`src/rtl/acc_drain.sv`:
```
// acc_drain: snapshots the accumulator result registers when full and
// streams them one entry per beat, then pulses a clear request.
// Optional checksum beat: define ACC_DRAIN_CHECKSUM_EN.
module acc_drain #(
    parameter int NUM_ENTRIES = 2,
    parameter int DATA_WIDTH  = 8
) (
    input  logic                              clk,
    input  logic                              reset,
    input  logic                              acc_full,
    input  logic [NUM_ENTRIES*DATA_WIDTH-1:0] acc_data,
    output logic [DATA_WIDTH-1:0]             out_data,
    output logic                              out_valid,
    input  logic                              out_ready,
    output logic                              out_last,
    output logic                              acc_clear,
    output logic                              busy
);

    localparam int IW = (NUM_ENTRIES > 1) ? $clog2(NUM_ENTRIES) : 1;
    localparam logic [IW-1:0] LAST_IDX = IW'(NUM_ENTRIES - 1);

    localparam logic [1:0] IDLE    = 2'd0;
    localparam logic [1:0] CAPTURE = 2'd1;
    localparam logic [1:0] STREAM  = 2'd2;
    localparam logic [1:0] CLEAR   = 2'd3;

    logic [1:0]                        state;
    logic                              armed;
    logic [IW-1:0]                     index;
    logic [NUM_ENTRIES*DATA_WIDTH-1:0] snap;
    logic                              xfer;
    logic                              at_last;
    logic                              done;
    logic [DATA_WIDTH-1:0]             entry;

    assign out_valid = (state == STREAM);
    assign acc_clear = (state == CLEAR);
    assign busy      = (state != IDLE);
    assign xfer      = out_valid & out_ready;
    assign at_last   = (index == LAST_IDX);
    assign entry     = snap[index*DATA_WIDTH +: DATA_WIDTH];

`ifdef ACC_DRAIN_CHECKSUM_EN
    logic                  csum_beat;
    logic [DATA_WIDTH-1:0] csum;

    // Modular sum of the frozen snapshot, sent as the trailing beat
    always_comb begin
        csum = '0;
        for (int i = 0; i < NUM_ENTRIES; i++) begin
            csum = csum + snap[i*DATA_WIDTH +: DATA_WIDTH];
        end
    end

    // Tracks whether the data beats are finished and the checksum is up
    always_ff @(posedge clk or negedge reset) begin
        if (!reset) begin
            csum_beat <= 1'b0;
        end else if (state == CAPTURE) begin
            csum_beat <= 1'b0;
        end else if (xfer && at_last && !csum_beat) begin
            csum_beat <= 1'b1;
        end
    end

    assign done     = xfer & csum_beat;
    assign out_last = out_valid & csum_beat;
    assign out_data = !out_valid ? '0 : (csum_beat ? csum : entry);
`else
    assign done     = xfer & at_last;
    assign out_last = out_valid & at_last;
    assign out_data = out_valid ? entry : '0;
`endif

    // Drain sequencer: wait for full, capture, stream, request clear
    always_ff @(posedge clk or negedge reset) begin
        if (!reset) begin
            state <= IDLE;
        end else begin
            unique case (state)
                IDLE:    if (acc_full && armed) state <= CAPTURE;
                CAPTURE: state <= STREAM;
                STREAM:  if (done) state <= CLEAR;
                CLEAR:   state <= IDLE;
                default: state <= IDLE;
            endcase
        end
    end

    // A still-high full flag must drop once in IDLE before another drain
    always_ff @(posedge clk or negedge reset) begin
        if (!reset) begin
            armed <= 1'b1;
        end else if (state == IDLE && !acc_full) begin
            armed <= 1'b1;
        end else if (state == CAPTURE) begin
            armed <= 1'b0;
        end
    end

    // Snapshot at the end of CAPTURE, then walk the entries on handshakes
    always_ff @(posedge clk or negedge reset) begin
        if (!reset) begin
            snap  <= '0;
            index <= '0;
        end else if (state == CAPTURE) begin
            snap  <= acc_data;
            index <= '0;
        end else if (xfer && !at_last) begin
            index <= index + 1'b1;
        end
    end

endmodule
```
`config.mk`:
```
export PLATFORM = sky130hd
export DESIGN_NAME = acc_drain
export DESIGN_NICKNAME = d
export VERILOG_FILES = /design/src/rtl/acc_drain.sv
export SDC_FILE = /design/constraint.sdc
export NUM_CORES = 1
export LEC_CHECK = 0
export CORE_MARGIN = 3
export CORE_UTILIZATION = 40
export CTS_CLUSTER_SIZE = 28
export DETAILED_ROUTE_END_ITERATION = 8
export PLACE_DENSITY = 0.7
export SETUP_SLACK_MARGIN = 0.1
export SYNTH_ARGS = -nofsm -noshare
export SYNTH_HDL_FRONTEND = slang
export SYNTH_SLANG_ARGS = --single-unit
```
`constraint.sdc`:
```
create_clock -name clk -period 2.5 [get_ports clk]
set_input_delay 0.5 -clock clk [delete_from_list [all_inputs] [get_ports clk]]
set_output_delay 0.5 -clock clk [all_outputs]
set_load 0.01 [all_outputs]
```
==> results of run 1 <==
-- flip-flops by register name, indices dropped and copies added, names as in the netlist --
signal	flops
armed	1
at_last	1
snap	16
state	2
-- cell usage in the layout (no fill, tap or decap), drive strengths merged --
cell type | Yosys | routed
bufinv | 0 | 1
mux2 | 17 | 17
buf | 3 | 3
and2 | 1 | 1
dfstp | 1 | 1
nor2 | 1 | 1
a21boi | 1 | 1
clkbuf | 1 | 3
dfrtp | 19 | 19
nor2b | 8 | 8
nand2 | 1 | 1
inv | 4 | 4
ha | 5 | 5
mux2i | 8 | 8
o32a | 1 | 1
clkdlybuf4s50 | 0 | 31
o22ai | 1 | 1
a21oi | 2 | 2
-- stage by stage --
step                      setup WS [ns]  instances
final                            0.2354        136
after global routing             0.1165        136
after CTS                        0.1375        135
after detailed placement         0.2960        131
after global placement           0.3606        131
after floorplan                  0.7924         74
-- worst paths after layout --
kind / start / endpoint / depth (start not counted)
worst max-delay path: state[0] / out_data[0] / 4
worst min-delay path: armed / armed / 2
worst max register to register: state[1] / snap[6] / 4
worst min register to register: armed / armed / 2
max in group asynchronous: reset / armed / 2
min in group asynchronous: reset / snap[12] / 2
-- kinds of logic after synthesis --
family | after synthesis | synth area share [%]
DFF | 20 | 48.61
AOI/OAI and AO/OA | 5 | 4.000
muxes | 25 | 29.58
adders and majority gates | 5 | 6.061
and+or+nand+nor | 11 | 6.182
buffers and inverters | 8 | 5.575
-- cell type report --
type,count,area [um2],share of cell area [%]
clock buffer,3,22.52,1.582
inverter,4,15.01,1.054
timing repair buffer,34,332.8,23.37
clock inverter,1,30.03,2.109
sequential,20,503.0,35.32
tap,28,35.03,2.460
multi-input combinational,46,485.5,34.09
-- where the power goes --
part           switching (mW)  internal (mW)  total (mW)
combinational           0.334          0.588       0.922
sequential              0.136          0.500       0.636
clock                  0.0992          0.162       0.261
-- cells in the mapped netlist --
library cell,instances,area [um2]
sky130_fd_sc_hd__and2_1,1,6.260
sky130_fd_sc_hd__buf_6,1,11.26
sky130_fd_sc_hd__ha_1,5,62.56
sky130_fd_sc_hd__clkbuf_1,1,3.750
sky130_fd_sc_hd__nand2_1,1,3.750
sky130_fd_sc_hd__o22ai_1,1,6.260
sky130_fd_sc_hd__inv_1,4,15.01
sky130_fd_sc_hd__mux2i_1,8,80.08
sky130_fd_sc_hd__nor2_1,1,3.750
sky130_fd_sc_hd__dfstp_2,1,26.28
sky130_fd_sc_hd__a21oi_1,1,5.000
sky130_fd_sc_hd__mux2_4,9,135.1
sky130_fd_sc_hd__nor2b_1,8,50.05
sky130_fd_sc_hd__buf_12,1,20.02
sky130_fd_sc_hd__a21boi_2,1,11.26
sky130_fd_sc_hd__o32a_1,1,10.01
sky130_fd_sc_hd__mux2_2,8,90.09
sky130_fd_sc_hd__buf_4,1,7.510
sky130_fd_sc_hd__dfrtp_1,19,475.5
sky130_fd_sc_hd__a21oi_2,1,8.760
-- layer usage --
metal | global-route usage, % | vias up | routed length [um]
met5 | 0 | - | 0
met4 | 5.960 | 0 | 10
met3 | 3.218 | 2 | 102
met2 | 20.30 | 19 | 912
met1 | 16.81 | 317 | 875
li1 | - | 320 | -
-- worst reg2reg max path, cell delays in order, from the launching register on --
cell                      delay (ns)
sky130_fd_sc_hd__dfrtp_1        0.46
sky130_fd_sc_hd__inv_1          0.14
sky130_fd_sc_hd__ha_1           0.15
sky130_fd_sc_hd__buf_4          0.27
sky130_fd_sc_hd__mux2_2         0.39
-- what timing repair did --
action,4_1_cts,5_1_grt
hold buffers,0,0
setup buffers,0,1
setup endpoints to repair,10,8
gates resized for setup,2,2
==> flow_summary.html, run 1 <==
<table>
<tr><th>Metric</th><th>Value</th></tr>
<tr><th colspan="2">Pwr</th></tr>
<tr><td>Power per standard cell area</td><td>1278 nW/um2</td></tr>
<tr><td>Largest voltage drop on the vdd net</td><td>0.0007000 V</td></tr>
<tr><td>Leakage power figure</td><td>0.6148 nW</td></tr>
<tr><td>Total power consumption of the routed design</td><td>1.820 mW</td></tr>
<tr><th colspan="2">Yosys</th></tr>
<tr><td>Synthesized netlist cell count</td><td>74</td></tr>
<tr><td>Summed instance area of the synthesized netlist</td><td>roughly 1000 um2</td></tr>
<tr><td>Register bit total from synthesis</td><td>20</td></tr>
<tr><td>Yosys Warn Count</td><td>0</td></tr>
<tr><td>Synth cell types</td><td>20</td></tr>
<tr><td>Part of the Yosys area used for sequential elements</td><td>48.61%</td></tr>
<tr><td>Per-instance average area after synthesis</td><td>about 14 um2</td></tr>
<tr><td>Synth Net Count</td><td>99</td></tr>
<tr><th colspan="2">Worst setup path</th></tr>
<tr><td>Top Family by Delay on Critical Path</td><td>buffers and inverters</td></tr>
<tr><td>Reg-to-reg setup timing slack</td><td>0.99 ns</td></tr>
<tr><td>Delay of the slowest critical-path stage</td><td>roughly 0.55 ns</td></tr>
<tr><td>Highest fanout seen on the critical path</td><td>12</td></tr>
<tr><td>Worst path cell trace</td><td>inv_2 &gt; ha_4 &gt; nor2b_1 &gt; clkdlybuf4s50_1</td></tr>
<tr><td>Nature of the critical path endpoint</td><td>output pin</td></tr>
<tr><td>WP data required</td><td>roughly 2.0 ns</td></tr>
<tr><td>Classification of the worst setup path</td><td>reg -&gt; out</td></tr>
<tr><td>Highest-delay cell along the critical path</td><td>sky130_fd_sc_hd__clkdlybuf4s50_1</td></tr>
<tr><td>Data arrival, critical path</td><td>1.76 ns</td></tr>
<tr><td>Worst path bufs/invs</td><td>2</td></tr>
<tr><td>Worst setup SP type</td><td>flip-flop</td></tr>
<tr><th colspan="2">Timing</th></tr>
<tr><td>Worst hold-check slack</td><td>slightly below 0.5 ns</td></tr>
<tr><td>Fmax</td><td>~0.44 GHz</td></tr>
<tr><td>Total setup violations reported at the end of the flow</td><td>0</td></tr>
<tr><td>Share of the clock period used by the worst path after layout</td><td>90.58%</td></tr>
<tr><td>Final number of hold-violating endpoints</td><td>0</td></tr>
<tr><td>Final Max Tran Viols</td><td>0</td></tr>
<tr><td>Accumulated negative setup slack</td><td>0 ns</td></tr>
<tr><td>Worst-case headroom to the max-slew limit</td><td>approximately 81%</td></tr>
<tr><td>Least-Margin Pin Slew</td><td>~0.29 ns</td></tr>
<tr><td>Largest clock skew in the final design</td><td>0.002489 ns</td></tr>
<tr><td>RSZ-0062 raised after global routing</td><td>no</td></tr>
<tr><td>Clock period minus worst slack</td><td>2.265 ns</td></tr>
<tr><th colspan="2">Status</th></tr>
<tr><td>Outcome</td><td>finished clean</td></tr>
<tr><th colspan="2">Floorplanning</th></tr>
<tr><td>Effective utilization at floorplan</td><td>44.52%</td></tr>
<tr><td>Core area</td><td>approximately 2300 um2</td></tr>
<tr><td>Count of boundary I/O pins</td><td>32</td></tr>
<tr><td>Standard-cell row count</td><td>17</td></tr>
<tr><td>Die ar.</td><td>3226 um2</td></tr>
<tr><td>Vert. Die Dim</td><td>56.80 um</td></tr>
<tr><td>Die span in x</td><td>around 57 um</td></tr>
<tr><th colspan="2">Drt</th></tr>
<tr><td>WL/cell</td><td>13.97 um</td></tr>
<tr><td>Total length of routed wires</td><td>about 1.9 mm</td></tr>
<tr><td>Post-DRT Antenna Nets</td><td>0</td></tr>
<tr><td>Initial drt markers</td><td>5</td></tr>
<tr><td>Drt via density</td><td>4.838</td></tr>
<tr><td>DRC violation count after routing</td><td>0</td></tr>
<tr><td>DR vias</td><td>658</td></tr>
<tr><td>Detailed Routing Iterations Pass 1</td><td>3</td></tr>
<tr><th colspan="2">Final layout</th></tr>
<tr><td>Fin util</td><td>about 61%</td></tr>
<tr><td>Area Overhead vs Synth</td><td>37.94%</td></tr>
<tr><td>Fraction of final layout cells with drive strength greater than 1</td><td>27.78%</td></tr>
<tr><td>Antenna diode count</td><td>0</td></tr>
<tr><td>Layout filler cell count</td><td>roughly 190</td></tr>
<tr><td>Nets</td><td>134</td></tr>
<tr><td>Final design instance area without fill</td><td>roughly 1400 um2</td></tr>
<tr><th colspan="2">Global routing</th></tr>
<tr><td>Number of global-route vias before repair</td><td>685</td></tr>
<tr><td>Pin count of the biggest net entering global routing</td><td>21</td></tr>
<tr><td>Number of antenna violations at the first check in global routing</td><td>0</td></tr>
<tr><td>First-pass GRT wire length</td><td>3.201 mm</td></tr>
<tr><td>GRT Util Overall</td><td>12.99%</td></tr>
<tr><td>Total overflow reported by the global router</td><td>0</td></tr>
<tr><th colspan="2">Place</th></tr>
<tr><td>Final GP Congestion</td><td>0.7349</td></tr>
<tr><td>Placed wire-length estimate after detailed placement</td><td>1.371 mm</td></tr>
<tr><td>Post-detailed-placement cell area</td><td>1350 um2</td></tr>
<tr><td>Port buffer count</td><td>31</td></tr>
<tr><th colspan="2">CTS</th></tr>
<tr><td>Clock Sink Count</td><td>20</td></tr>
<tr><td>Worst skew pair latency</td><td>about 0.30 ns</td></tr>
<tr><td>Reg clk slew, reported paths</td><td>about 0.11 ns</td></tr>
<tr><td>Master cell of the clock root buffer</td><td>sky130_fd_sc_hd__clkbuf_4</td></tr>
<tr><td>Total number of H-tree levels</td><td>1</td></tr>
<tr><td>CTS tree</td><td>yes</td></tr>
<tr><td>Maximum count of clock buffers along a single path</td><td>2</td></tr>
<tr><td>CTS Buf Count</td><td>3</td></tr>
<tr><th colspan="2">Run</th></tr>
<tr><td>Max_cap viols</td><td>0</td></tr>
<tr><th colspan="2">Min path</th></tr>
<tr><td>Type of the tightest min-delay check</td><td>reg -&gt; reg</td></tr>
</table>
Power figures use the tool's default switching activity.
==> inputs of run 2 (changes only) <==
- CORE_UTILIZATION: 40 -> 49
- PLACE_DENSITY: 0.7 -> not set
- PLACE_DENSITY_LB_ADDON: not set -> 0.15
==> run 2 against run 1 <==
  * Final cell count decreased by 2.2%
  * Sequential power about the same
  * Combinational power increased by 2.3%
  * Clock skew about the same
  * Final area decreased by 2.1%
  * Largest power group unchanged
==> flow_summary.html, run 2 (synthesis gave the netlist of run 1 again) <==
<table>
<tr><th>Metric</th><th>Value</th></tr>
<tr><th colspan="2">Pwr</th></tr>
<tr><td>Largest voltage drop on the vdd net</td><td>0.0009828 V</td></tr>
<tr><td>Power per standard cell area</td><td>1248 nW/um2</td></tr>
<tr><td>Leakage power figure</td><td>~0.6 nW</td></tr>
<tr><th colspan="2">Place</th></tr>
<tr><td>Final GP Congestion</td><td>roughly 0.7</td></tr>
<tr><td>Placed wire-length estimate after detailed placement</td><td>1.424 mm</td></tr>
<tr><td>Pre-CTS setup slack</td><td>0.3069 ns</td></tr>
<tr><td>Port buffer count</td><td>31</td></tr>
<tr><th colspan="2">Worst setup path</th></tr>
<tr><td>Worst R2R Start</td><td>state[1]</td></tr>
<tr><td>Nature of the critical path endpoint</td><td>output pin</td></tr>
<tr><td>Worst setup SP type</td><td>flip-flop</td></tr>
<tr><td>Worst path cell trace</td><td>inv_2 &gt; ha_4 &gt; nor2b_1 &gt; clkdlybuf4s50_1</td></tr>
<tr><td>Highest-delay cell along the critical path</td><td>sky130_fd_sc_hd__clkdlybuf4s50_1</td></tr>
<tr><td>Launching element of the worst setup path</td><td>state[0]</td></tr>
<tr><td>Highest fanout seen on the critical path</td><td>12</td></tr>
<tr><td>R2R depth</td><td>4</td></tr>
<tr><td>R2R Path End</td><td>snap[0]</td></tr>
<tr><td>Classification of the worst setup path</td><td>reg -&gt; out</td></tr>
<tr><td>Delay of the slowest critical-path stage</td><td>0.55 ns</td></tr>
<tr><td>Data arrival, critical path</td><td>1.79 ns</td></tr>
<tr><td>WP data required</td><td>2.00 ns</td></tr>
<tr><td>Reg-to-reg setup timing slack</td><td>0.73 ns</td></tr>
<tr><td>Worst path bufs/invs</td><td>2</td></tr>
<tr><td>Top Family by Delay on Critical Path</td><td>buffers and inverters</td></tr>
<tr><th colspan="2">Drt</th></tr>
<tr><td>DRC violation count after routing</td><td>0</td></tr>
<tr><td>Total length of routed wires</td><td>around 2 mm</td></tr>
<tr><td>Detailed Routing Iterations Pass 1</td><td>2</td></tr>
<tr><td>Drt via density</td><td>5.068</td></tr>
<tr><td>Initial drt markers</td><td>2</td></tr>
<tr><td>WL/cell</td><td>15.37 um</td></tr>
<tr><td>DR vias</td><td>674</td></tr>
<tr><td>Post-DRT Antenna Nets</td><td>0</td></tr>
<tr><th colspan="2">CTS</th></tr>
<tr><td>Reg clk slew, reported paths</td><td>0.11 ns</td></tr>
<tr><td>Clock Sink Count</td><td>20</td></tr>
<tr><td>CTS Buf Count</td><td>3</td></tr>
<tr><td>Total number of H-tree levels</td><td>1</td></tr>
<tr><td>Worst skew pair latency</td><td>0.30 ns</td></tr>
<tr><td>CTS tree</td><td>yes</td></tr>
<tr><td>CTS Hold Bufs</td><td>0</td></tr>
<tr><td>Maximum count of clock buffers along a single path</td><td>2</td></tr>
<tr><td>Master cell of the clock root buffer</td><td>sky130_fd_sc_hd__clkbuf_4</td></tr>
<tr><th colspan="2">Timing</th></tr>
<tr><td>Final Max Tran Viols</td><td>0</td></tr>
<tr><td>Final number of hold-violating endpoints</td><td>0</td></tr>
<tr><td>Largest clock skew in the final design</td><td>0.002899 ns</td></tr>
<tr><td>Least-Margin Pin Slew</td><td>0.4532 ns</td></tr>
<tr><td>Min setup slack post-route</td><td>0.2108 ns</td></tr>
<tr><td>Worst-case headroom to the max-slew limit</td><td>69.79%</td></tr>
<tr><td>Accumulated negative setup slack</td><td>0 ns</td></tr>
<tr><td>Worst hold-check slack</td><td>0.4943 ns</td></tr>
<tr><td>Fmax</td><td>~0.44 GHz</td></tr>
<tr><td>Total setup violations reported at the end of the flow</td><td>0</td></tr>
<tr><td>RSZ-0062 raised after global routing</td><td>no</td></tr>
<tr><td>Clock period minus worst slack</td><td>2.289 ns</td></tr>
<tr><td>Share of the clock period used by the worst path after layout</td><td>91.57%</td></tr>
<tr><th colspan="2">Final layout</th></tr>
<tr><td>Largest register FFs</td><td>16</td></tr>
<tr><td>Antenna diode count</td><td>0</td></tr>
<tr><td>Register name with the most flops</td><td>snap</td></tr>
<tr><td>Nets</td><td>134</td></tr>
<tr><td>Fraction of final layout cells with drive strength greater than 1</td><td>26.85%</td></tr>
<tr><td>Most used cells in the layout excluding fill and tap cells</td><td>sky130_fd_sc_hd__clkdlybuf4s50_1 (31), sky130_fd_sc_hd__dfrtp_1 (18), sky130_fd_sc_hd__mux2_4 (9)</td></tr>
<tr><td>Most common cell after layout, fill and taps aside</td><td>sky130_fd_sc_hd__clkdlybuf4s50_1</td></tr>
<tr><td>Area Overhead vs Synth</td><td>35.03%</td></tr>
<tr><td>Leading registers by flop count</td><td>snap: 16 flops, state: 2 flops</td></tr>
<tr><th colspan="2">Status</th></tr>
<tr><td>Outcome</td><td>finished clean</td></tr>
<tr><th colspan="2">Global routing</th></tr>
<tr><td>GRT Util Overall</td><td>17.44%</td></tr>
<tr><td>First-pass GRT wire length</td><td>between 3 and 4 mm</td></tr>
<tr><td>Total overflow reported by the global router</td><td>0</td></tr>
<tr><td>Number of antenna violations at the first check in global routing</td><td>0</td></tr>
<tr><td>Pin count of the biggest net entering global routing</td><td>21</td></tr>
<tr><td>Number of global-route vias before repair</td><td>between 600 and 700</td></tr>
<tr><th colspan="2">Floorplanning</th></tr>
<tr><td>Die ar.</td><td>about 2700 um2</td></tr>
<tr><td>Vert. Die Dim</td><td>approximately 52 um</td></tr>
<tr><td>Standard-cell row count</td><td>15</td></tr>
<tr><td>Effective utilization at floorplan</td><td>about 56%</td></tr>
<tr><td>Core area</td><td>1858 um2</td></tr>
<tr><td>Die span in x</td><td>51.90 um</td></tr>
<tr><td>Count of boundary I/O pins</td><td>32</td></tr>
<tr><th colspan="2">Run</th></tr>
<tr><td>Max_cap viols</td><td>0</td></tr>
<tr><th colspan="2">Min path</th></tr>
<tr><td>Worst hold path depth</td><td>2</td></tr>
<tr><td>Type of the tightest min-delay check</td><td>reg -&gt; reg</td></tr>
<tr><td>Hold endpoint</td><td>armed</td></tr>
<tr><td>Startpoint of the most critical hold path</td><td>armed</td></tr>
</table>
run 2: cell type report:
| type | instances | area [um2] |
|---|---|---|
| multi-input cells | 46 | 485.5 |
| fillers | 124 | 464.2 |
| inverters | 4 | 15.01 |
| clock buffers | 4 | 26.28 |
| well taps | 25 | 31.28 |
| repair buffers | 34 | 332.8 |
| flip-flops and latches | 20 | 503.0 |
run 2: what timing repair did:
item,in CTS,in global routing
setup endpoints to repair,10,8
pin swaps,0,0
endpoints found under the hold margin,0,0
resized for setup,2,2
buffers inserted,0,1
run 2: stage by stage:
| stage | area [um2] | std cells | total power [mW] | utilization, % |
|---|---|---|---|---|
| floorplan | 1032 | 74 | 1.272 | - |
| global placement | 1346 | 128 | 1.511 | 72.46 |
| detailed placement | 1346 | 128 | 1.548 | 72.46 |
| CTS | 1385 | 132 | 1.738 | 74.55 |
| global route | 1394 | 133 | 1.860 | 75.02 |
| finish | 1394 | 133 | 1.739 | 75.02 |
run 2: worst min-delay path: cells and delay by family (launching register included):
kind,cells,cell delay (ns)
flip-flops,1,0.39
buffers and inverters,1,0.05
AO/OA/AOI/OAI,1,0.06
run 2: how the worst max path moves through the flow:
stage,endpoint,slack (ns),depth (start not counted)
final,out_data[1],0.21,4
after global routing,out_data[3],0.12,4
after CTS,out_data[1],0.12,4
after detailed placement,out_data[1],0.31,4
after global placement,out_data[1],0.34,4
after floorplan,out_data[0],0.79,4
run 2: routing by layer:
| metal | up-vias | part of all wire (%) | GRT usage [%] |
|---|---|---|---|
| met2 | 25 | 49 | 28.87 |
| met3 | 5 | 5.3 | 2.865 |
| met1 | 326 | 43 | 21.08 |
| met4 | 0 | 2.3 | 10.48 |
| met5 | - | 0 | 0 |
| li1 | 318 | - | - |
run 2: where the power goes:
| part | leakage (nW) | total, mW | switching, mW | internal (mW) |
|---|---|---|---|---|
| sequential | 0.234 | 0.636 | 0.136 | 0.500 |
| clock | 0.0150 | 0.160 | 0.0978 | 0.0622 |
| combinational | 0.353 | 0.943 | 0.350 | 0.593 |
| total | 0.602 | 1.74 | 0.583 | 1.16 |
